**src/rtl/srdl_pkg.sv**
```systemverilog
// Shared types and constants for the SystemRDL software access engine.
// The index-width helper keeps a one-register block at a 1-bit index.
package srdl_pkg;

    typedef enum logic [1:0] {
        IDLE   = 2'd0,
        ACCESS = 2'd1,
        RESP   = 2'd2
    } srdl_acc_state_e;

    localparam logic SRDL_RESP_OK  = 1'b0;
    localparam logic SRDL_RESP_ERR = 1'b1;

    function automatic int srdl_idx_w(input int nregs);
        return (nregs > 1) ? $clog2(nregs) : 1;
    endfunction

endpackage

```
**src/rtl/srdl_addr_decode.sv**
```systemverilog
// Combinational byte-address to register-index decoder.
// Arithmetic is one bit wider than the address so that addresses below BASE borrow into the MSB and miss.
module srdl_addr_decode
    import srdl_pkg::*;
#(
    parameter int AW          = 16,
    parameter int NREGS       = 8,
    parameter int BASE        = 0,
    parameter int STRIDE_LOG2 = 2
) (
    input  logic [AW-1:0]                addr,
    output logic                         hit,
    output logic [srdl_idx_w(NREGS)-1:0] idx
);

    localparam int          IW       = srdl_idx_w(NREGS);
    localparam int          AWX      = AW + 1;
    localparam logic [AW:0] BASE_X   = AWX'(BASE);
    localparam logic [AW:0] LOW_MASK = AWX'((1 << STRIDE_LOG2) - 1);
    localparam logic [AW:0] NREGS_X  = AWX'(NREGS);

    logic [AW:0] off;
    logic [AW:0] slot;

    assign off  = {1'b0, addr} - BASE_X;
    assign slot = off >> STRIDE_LOG2;
    assign hit  = !off[AW] && ((off & LOW_MASK) == '0) && (slot < NREGS_X);
    assign idx  = slot[IW-1:0];

endmodule

```
**src/rtl/srdl_reg_access.sv**
```systemverilog
// Single-beat register access engine: IDLE accepts, ACCESS fires one strobe cycle
// and captures the pre-access value, RESP holds the response until consumed.
module srdl_reg_access
    import srdl_pkg::*;
#(
    parameter int DW          = 32,
    parameter int AW          = 16,
    parameter int NREGS       = 8,
    parameter int BASE        = 0,
    parameter int STRIDE_LOG2 = 2,
    parameter int ERR_ON_MISS = 1
) (
    input  logic                clk,
    input  logic                rst,
    // Both channels: a transfer happens on a rising edge where valid && ready are
    // both high; valid never depends combinationally on ready.
    input  logic                req_valid,
    output logic                req_ready,
    input  logic                req_write,
    input  logic [AW-1:0]       req_addr,
    input  logic [DW-1:0]       req_wdata,
    output logic                resp_valid,
    input  logic                resp_ready,
    output logic [DW-1:0]       resp_rdata,
    output logic                resp_err,
    output logic [NREGS-1:0]    reg_acc,
    output logic [NREGS-1:0]    reg_rd,
    output logic [NREGS-1:0]    reg_wr,
    output logic [DW-1:0]       reg_wdata,
    input  logic [NREGS*DW-1:0] reg_rdata,
    output srdl_acc_state_e     dbg_state
);

    localparam int IW = srdl_idx_w(NREGS);

    srdl_acc_state_e state;
    logic            wr_q;
    logic [AW-1:0]   addr_q;
    logic            hit;
    logic [IW-1:0]   idx;
    logic [NREGS-1:0] sel;
    logic [DW-1:0]   rd_sel;

    srdl_addr_decode #(
        .AW          (AW),
        .NREGS       (NREGS),
        .BASE        (BASE),
        .STRIDE_LOG2 (STRIDE_LOG2)
    ) u_decode (
        .addr (addr_q),
        .hit  (hit),
        .idx  (idx)
    );

    always_comb begin
        sel    = '0;
        rd_sel = '0;
        for (int i = 0; i < NREGS; i++) begin
            if (idx == IW'(i)) begin
                sel[i] = hit;
                rd_sel = reg_rdata[i*DW +: DW];
            end
        end
    end

    // Strobes are decoded from state so they last exactly the one ACCESS cycle.
    assign req_ready = (state == IDLE) && !rst;
    assign reg_acc   = ((state == ACCESS) && !rst) ? sel : '0;
    assign reg_rd    = wr_q ? '0 : reg_acc;
    assign reg_wr    = wr_q ? reg_acc : '0;
    assign dbg_state = state;

    always_ff @(posedge clk) begin
        if (rst) begin
            state      <= IDLE;
            wr_q       <= 1'b0;
            addr_q     <= '0;
            reg_wdata  <= '0;
            resp_valid <= 1'b0;
            resp_rdata <= '0;
            resp_err   <= SRDL_RESP_OK;
        end else begin
            case (state)
                IDLE: begin
                    if (req_valid) begin
                        wr_q      <= req_write;
                        addr_q    <= req_addr;
                        reg_wdata <= req_wdata;
                        state     <= ACCESS;
                    end
                end
                ACCESS: begin
                    resp_valid <= 1'b1;
                    resp_rdata <= (hit && !wr_q) ? rd_sel : '0;
                    if (hit) begin
                        resp_err <= SRDL_RESP_OK;
                    end else begin
                        resp_err <= (ERR_ON_MISS != 0) ? SRDL_RESP_ERR : SRDL_RESP_OK;
                    end
                    state <= RESP;
                end
                RESP: begin
                    if (resp_ready) begin
                        resp_valid <= 1'b0;
                        state      <= IDLE;
                    end
                end
                default: state <= IDLE;
            endcase
        end
    end

endmodule
```
**config.mk**
```make
export PLATFORM = sky130hd
export DESIGN_NAME = srdl_reg_access
export DESIGN_NICKNAME = d
export VERILOG_FILES = /design/src/rtl/srdl_pkg.sv /design/src/rtl/srdl_addr_decode.sv /design/src/rtl/srdl_reg_access.sv
export SDC_FILE = /design/constraint.sdc
export NUM_CORES = 1
export LEC_CHECK = 0
export CAP_MARGIN = 20
export CORE_AREA = 2 2 156 158
export DETAILED_ROUTE_END_ITERATION = 6
export DIE_AREA = 0 0 158 160
export GPL_ROUTABILITY_DRIVEN = 0
export PLACE_DENSITY = 0.67
export SETUP_SLACK_MARGIN = 0.3
export SLEW_MARGIN = 20
export SYNTH_ARGS = -nofsm -noshare
export SYNTH_HDL_FRONTEND = slang
export SYNTH_SLANG_ARGS = --single-unit
export TNS_END_PERCENT = 50
```
**constraint.sdc**
```tcl
create_clock -name clk -period 7.05 [get_ports clk]
set_input_delay 2.115 -clock clk [delete_from_list [all_inputs] [get_ports clk]]
set_output_delay 2.115 -clock clk [all_outputs]
set_load 0.02 [all_outputs]
```
==> results of run 1 <==
==> metal layers <==
| layer | share of wire [%] | routed length [microns] | vias to the layer above |
|---|---|---|---|
| met5 | 0 | 0 | - |
| met2 | 48 | 12700 | 287 |
| met1 | 40 | 10500 | 3047 |
| met3 | 8.8 | 2310 | 35 |
| met4 | 2.7 | 699 | 0 |
| li1 | - | - | 3117 |
==> cell usage after synthesis, types with 2 or more instances <==
cell type,number
nand2_1,135
dfxtp_1,85
a21oi_1,59
mux2i_1,55
mux2_2,50
a2bb2oi_1,45
nor2_1,39
clkbuf_1,32
buf_2,27
a32o_1,22
o22ai_1,22
o221ai_1,9
inv_1,7
nor3_1,7
o21ai_0,7
a22o_1,6
mux4_2,6
buf_4,5
nand3_1,5
nand2b_1,4
a22oi_1,3
a32oi_1,3
and2_1,3
nor4_2,3
nor2b_1,2
or2_2,2
==> report_power, final <==
group,switching [mW],total (mW),leakage [nW],internal (mW)
sequential,0.0405,0.544,0.696,0.503
clock,0.228,0.519,0.156,0.291
combinational,0.181,0.472,2.62,0.291
==> area by class of cell <==
class                      count  area, sq um
fill                        2429        13800
timing repair buffer         409         4070
multi-input combinational    501         3490
sequential                    85         1710
tap                          324          405
clock buffer                  10          239
clock inverter                 6         76.3
inverter                       8         30.0
antenna                        2         5.00
==> per-stage QoR <==
| stage | power [mW] | setup slack (ps) | hold WS, ps |
|---|---|---|---|
| floorplan | 0.765 | 1560 | 446 |
| global placement | 1.03 | 820 | 440 |
| detailed placement | 1.03 | 828 | 447 |
| CTS | 1.56 | 828 | 456 |
| global route | 1.62 | 752 | 478 |
| finish | 1.54 | 828 | 455 |
==> state kept, by name (all words and copies together), names as in the netlist <==
register	flops
resp_valid	1
reg_wdata	32
resp_rdata	32
resp_err	1
addr_q	16
wr_q	1
dbg_state	2
==> worst max-delay path, stage by stage <==
cell and delay, ps:
buf_2 110, nor4_2 240, nand4_4 320, or3_1 460, nor2_1 200, clkdlybuf4s50_1 650
==> cells by family after synthesis <==
kind of cell / Yosys count
simple gates: 211
mux: 111
compound gates: 179
buf+inv: 72
flops: 85
==> worst paths after layout <==
path / startpoint / to / slack (ps) / depth (start not counted)
hold reg to reg: reg_wdata[31] / reg_wdata[31] / 450 / 2
setup reg to reg: addr_q[3] / resp_rdata[27] / 4240 / 5
setup / recovery: rst / reg_rd[4] / 830 / 6
hold / removal: reg_wdata[31] / reg_wdata[31] / 450 / 2
==> cells in the final DEF, fill, tap and decap left out, types with 7 or more instances in the layout <==
master and count:
clkdlybuf4s50_1 400, nand2_1 135, dfxtp_1 82, a21oi_1 59, mux2i_1 55, mux2_2 50
a2bb2oi_1 45, nor2_1 38, o22ai_1 22, a32o_1 22, o221ai_1 9, clkbuf_16 9
buf_4 8, nor3_1 7, o21ai_0 7, inv_1 7
==> flow_summary_export.csv, run 1 <==
group,metric,value,unit
place,place_inst,1327,
final_layout,drive_gt1_share,9.52,%
synthesis,synth_flop_cell,"dfxtp_1",
power_and_ir_drop,ir_drop,0.000212,V
synthesis,yosysWarnings,0,
floorplanning,ios,402,
sta,worst_pin_slew,1030,ps
worst_setup_path,crit_fanout,10,
floorplanning,dieHeight,160,microns
job,max-cap-violations,0,
drt,drt_iter0_drc,324,
worst_setup_path,crit_type,"input port to output pin",
synthesis,muxShareOfSynthArea,22.7,%
clock_tree,cts_buffer_depth,2,
grt,met3_usage,6.05,%
sta,finClkSkew,9.91,ps
sta,max_freq,0.161,GHz
drt,drt-total-wl,26.2,mm
synthesis,yosysTopAreaCell,"dfxtp_1",
sta,rsz0062_at_grt,"false",
synthesis,synth_area,5500,sq um
worst_setup_path,crit_required,4930,ps
sta,slew_headroom,31.4,%
synthesis,syn_nets,967,
hold_path,hold_path.class,"register to register",
sta,finalHoldViolCount,0,
power_and_ir_drop,leakage,3.47,nW
synthesis,yosysTopAreaCellShare,30.9,%
drt,dr.pass1.iters,4,
clock_tree,cts_hold_buf,0,
worst_setup_path,cp-start-kind,"input port",
power_and_ir_drop,p_per_area,153,nW/um^2
place,placed_cell_area,9700,sq um
drt,drcViolationCount,0,
floorplanning,start_util,23.1,%
clock_tree,cts_setup_buffers,0,
floorplanning,die_x,158,microns
grt,grt_pass1_wl,38.3,mm
worst_setup_path,critPathArrivalTime,4110,ps
grt,grt_pass1_vias,6487,
clock_tree,htreeDepth,3,
synthesis,synth_cell_types,41,
worst_setup_path,critPathCaptureType,"output pin",
final_layout,post-route-util,42.1,%
synthesis,synth-compound-area-share,23.5,%
grt,grt_max_degree,81,
clock_tree,clk_latency,350,ps
clock_tree,cts-root-buf,"clkbuf_16",
clock_tree,clock_sinks,85,
floorplanning,design.core.area,23800,sq um
synthesis,synth_edf_count,0,
sta,min_period,6220,ps
drt,wire_per_inst,19.5,microns
final_layout,area_delta_synth_final,82.3,%
clock_tree,cts_buffers,9,
synthesis,synth_fa_ha_area_share,0,%
synthesis,synth_top_cells_by_area,"dfxtp_1 31%, mux2_2 10%, mux2i_1 10%",
final_layout,fin_area,10000,sq um
drt,vias_per_cell,4.82,
grt,use_met2,34.7,%
drt,drtAntennaViolNets,0,
sta,slew_viol_final,0,
sta,fin_crit_sh,88.3,%
clock_tree,cts.repair.resized,0,
synthesis,avgSynthCellArea,8.36,sq um
grt,track_usage,19.9,%
sta,setup_viol,0,
grt,grt_use_met1,23.1,%
grt,gr-total-overflow,0,
synthesis,yosys_register_bits,85,
grt,antenna_found_initial,2,
synthesis,ys_async_sr_fraction,0,%
synthesis,ys_seq_area_share,30.9,%
sta,setup_tns,0,ps
clock_tree,clk_pin_slew,70,ps
synthesis,synthSimpleGateAreaFrac,17.0,%
floorplanning,design.die.area,25300,sq um
place,port_buffers,401,
synthesis,synth_top_family_by_area,"compound AO/OA/AOI/OAI gates",
place,dp_hpwl,19.2,mm
status,outcome,"finished, final reports clean",
synthesis,synth_xor_area_share,0,%
drt,vias,6486,
final_layout,design.final.nets,1323,
synthesis,synthCells,658,
final_layout,fin_cells,1345,
grt,top_usage_layer,"met2",
clock_tree,cts_tree,"built",
floorplanning,num_rows,57,
Power figures use the tool's default switching activity.
==> inputs of run 2 (changes only) <==
--- a/config.mk
+++ b/config.mk
@@ -10,6 +10,7 @@
 export DETAILED_ROUTE_END_ITERATION = 6
 export DIE_AREA = 0 0 158 160
 export GPL_ROUTABILITY_DRIVEN = 0
+export HOLD_SLACK_MARGIN = 0.05
 export PLACE_DENSITY = 0.67
 export SETUP_SLACK_MARGIN = 0.3
 export SLEW_MARGIN = 20
==> results of run 2 <==
The final DEF is identical to that of run 1; final timing and power are the same.
==> inputs of run 3 (changes only) <==
--- a/config.mk
+++ b/config.mk
@@ -6,12 +6,14 @@
 export NUM_CORES = 1
 export LEC_CHECK = 0
 export CAP_MARGIN = 20
+export CELL_PAD_IN_SITES_DETAIL_PLACEMENT = 1
+export CELL_PAD_IN_SITES_GLOBAL_PLACEMENT = 1
 export CORE_AREA = 2 2 156 158
 export DETAILED_ROUTE_END_ITERATION = 6
 export DIE_AREA = 0 0 158 160
 export GPL_ROUTABILITY_DRIVEN = 0
 export HOLD_SLACK_MARGIN = 0.05
-export PLACE_DENSITY = 0.67
+export PLACE_DENSITY = 0.9
 export SETUP_SLACK_MARGIN = 0.3
 export SLEW_MARGIN = 20
 export SYNTH_ARGS = -nofsm -noshare
==> flow_summary_export.csv, run 3 (synthesis gave the netlist of run 1 again) <==
group,metric,value,unit
sta,slew_headroom,35.2,%
place,port_buffers,401,
power_and_ir_drop,p_comb_share,31.0,%
worst_setup_path,crit_fanout,10,
power_and_ir_drop,leakage,3.46,nW
sta,finalHoldViolCount,0,
grt,grt_max_degree,65,
power_and_ir_drop,pwr-share-seq,34.3,%
sta,holdWs,456,ps
final_layout,fin_cells,1344,
drt,drtAntennaViolNets,0,
hold_path,hold_path.class,"register to register",
worst_setup_path,cp.buffers_inverters,2,
sta,setup_viol,0,
grt,grt_pass1_wl,41.6,mm
final_layout,final_cell_mix,"400 x clkdlybuf4s50_1, 135 x nand2_1, 82 x dfxtp_1, 59 x a21oi_1, 55 x mux2i_1",
drt,wire_per_inst,21.3,microns
drt,drcViolationCount,0,
clock_tree,cts.repair.resized,0,
sta,fin_crit_sh,89.5,%
floorplanning,dieHeight,160,microns
floorplanning,ios,402,
floorplanning,num_rows,57,
final_layout,fillers,2813,
worst_setup_path,rrSetupSlack,4440,ps
clock_tree,cts_setup_buffers,0,
worst_setup_path,critical_path.max_stage_delay,640,ps
hold_path,holdPathStages,2,
floorplanning,start_util,23.1,%
sta,max_freq,0.159,GHz
floorplanning,die_x,158,microns
sta,rsz0062_at_grt,"false",
final_layout,layout_commonest_cell,"clkdlybuf4s50_1",
drt,vias_per_cell,4.99,
final_layout,top_regs,"reg_wdata: 32 flops, resp_rdata: 32 flops, addr_q: 16 flops",
worst_setup_path,reg2reg_to,"resp_rdata[25]",
worst_setup_path,reg2reg_from,"addr_q[4]",
drt,drt-total-wl,28.6,mm
job,max-cap-violations,0,
drt,drt_iter0_drc,293,
clock_tree,clk_latency,350,ps
clock_tree,cts-root-buf,"clkbuf_16",
sta,setup_tns,0,ps
final_layout,area_delta_synth_final,82.2,%
sta,final.setup.worst_slack,744,ps
worst_setup_path,crit_chain,"buf_2, nor4_2, nand4_4, or2_0, nor3_1, clkdlybuf4s50_1",
worst_setup_path,reg2reg_depth,5,
clock_tree,cts_hold_buf,0,
clock_tree,htreeDepth,3,
worst_setup_path,crit_required,4930,ps
worst_setup_path,critPathTopFamily,"simple AND/OR/NAND/NOR gates",
grt,antenna_found_initial,5,
sta,min_period,6310,ps
place,pre_cts_ws,706,ps
final_layout,design.final.nets,1321,
place,dp_hpwl,22.1,mm
drt,vias,6711,
drt,dr.pass1.iters,4,
grt,track_usage,21.6,%
floorplanning,design.core.area,23800,sq um
grt,gr-total-overflow,0,
sta,worst_pin_slew,970,ps
sta,slew_viol_final,0,
power_and_ir_drop,p_int,1.11,mW
hold_path,hold_start,"reg_wdata[5]",
power_and_ir_drop,p_sw_share,29.1,%
clock_tree,cts_buffers,9,
clock_tree,cts_tree,"built",
place,place_inst,1325,
worst_setup_path,critPathArrivalTime,4190,ps
worst_setup_path,cp-start-kind,"input port",
power_and_ir_drop,clkPwrFrac,34.7,%
worst_setup_path,critPathCaptureType,"output pin",
clock_tree,clock_sinks,85,
worst_setup_path,crit_type,"input port to output pin",
floorplanning,design.die.area,25300,sq um
grt,grt_pass1_vias,7103,
hold_path,hold_end,"reg_wdata[5]",
sta,finClkSkew,13.3,ps
final_layout,drive_gt1_share,9.24,%
clock_tree,cts_buffer_depth,2,
power_and_ir_drop,switchingPower,0.456,mW
clock_tree,clk_pin_slew,80,ps
worst_setup_path,cp_slowest_cell,"clkdlybuf4s50_1",
status,outcome,"finished, final reports clean",
power_and_ir_drop,p_per_area,156,nW/um^2
power_and_ir_drop,ir_drop,0.000115,V
## run 3: worst max path at each step
stage / start / to / slack [ps] / cells past startpoint
finish: rst / reg_rd[1] / 740 / 6
global placement: rst / reg_rd[1] / 770 / 6
CTS: rst / reg_rd[1] / 690 / 6
detailed placement: rst / reg_rd[1] / 710 / 6
floorplan: rst / reg_rd[1] / 1560 / 5
global route: rst / reg_rd[1] / 580 / 6
## run 3: power by group through the flow
stage          Clock (mW)  Combinational (mW)  Sequential [mW]
2_1_floorplan           0               0.215            0.550
3_3_place_gp            0               0.475            0.547
3_5_place_dp            0               0.487            0.549
4_1_cts             0.565               0.489            0.538
5_1_grt             0.583               0.520            0.541
6_report            0.542               0.485            0.537
## run 3: per-stage QoR
step	total power, mW	area [sq um]	util [%]
floorplan	0.765	5500	-
global placement	1.02	9690	40.7
detailed placement	1.04	9690	40.7
CTS	1.59	10000	42.0
global route	1.64	10000	42.1
finish	1.56	10000	42.1
## run 3: area by class of cell
cell class | instances | area [sq um] | area share [%]
Sequential cell | 85 | 1710 | 17.1
Tap cell | 324 | 405 | 4.05
Clock inverter | 6 | 93.8 | 0.937
Antenna cell | 3 | 7.51 | 0.0749
Multi-Input combinational cell | 501 | 3490 | 34.8
Inverter | 8 | 30.0 | 0.300
Timing Repair Buffer | 407 | 4050 | 40.5
Clock buffer | 10 | 229 | 2.29
## run 3: worst min-delay path, stage by stage, from the launching register on
cell,delay (ps)
dfxtp_1,310
nand2_1,50
a21oi_1,50
## run 3: per-layer routing
metal	vias to the layer above	routed length, microns	global-route usage (%)	part of all wire [%]
met1	3247	10800	23.7	38
li1	3121	-	-	-
met3	46	2780	7.98	9.7
met2	295	14100	38.2	49
met5	-	18	0	0.063
met4	2	881	7.37	3.1
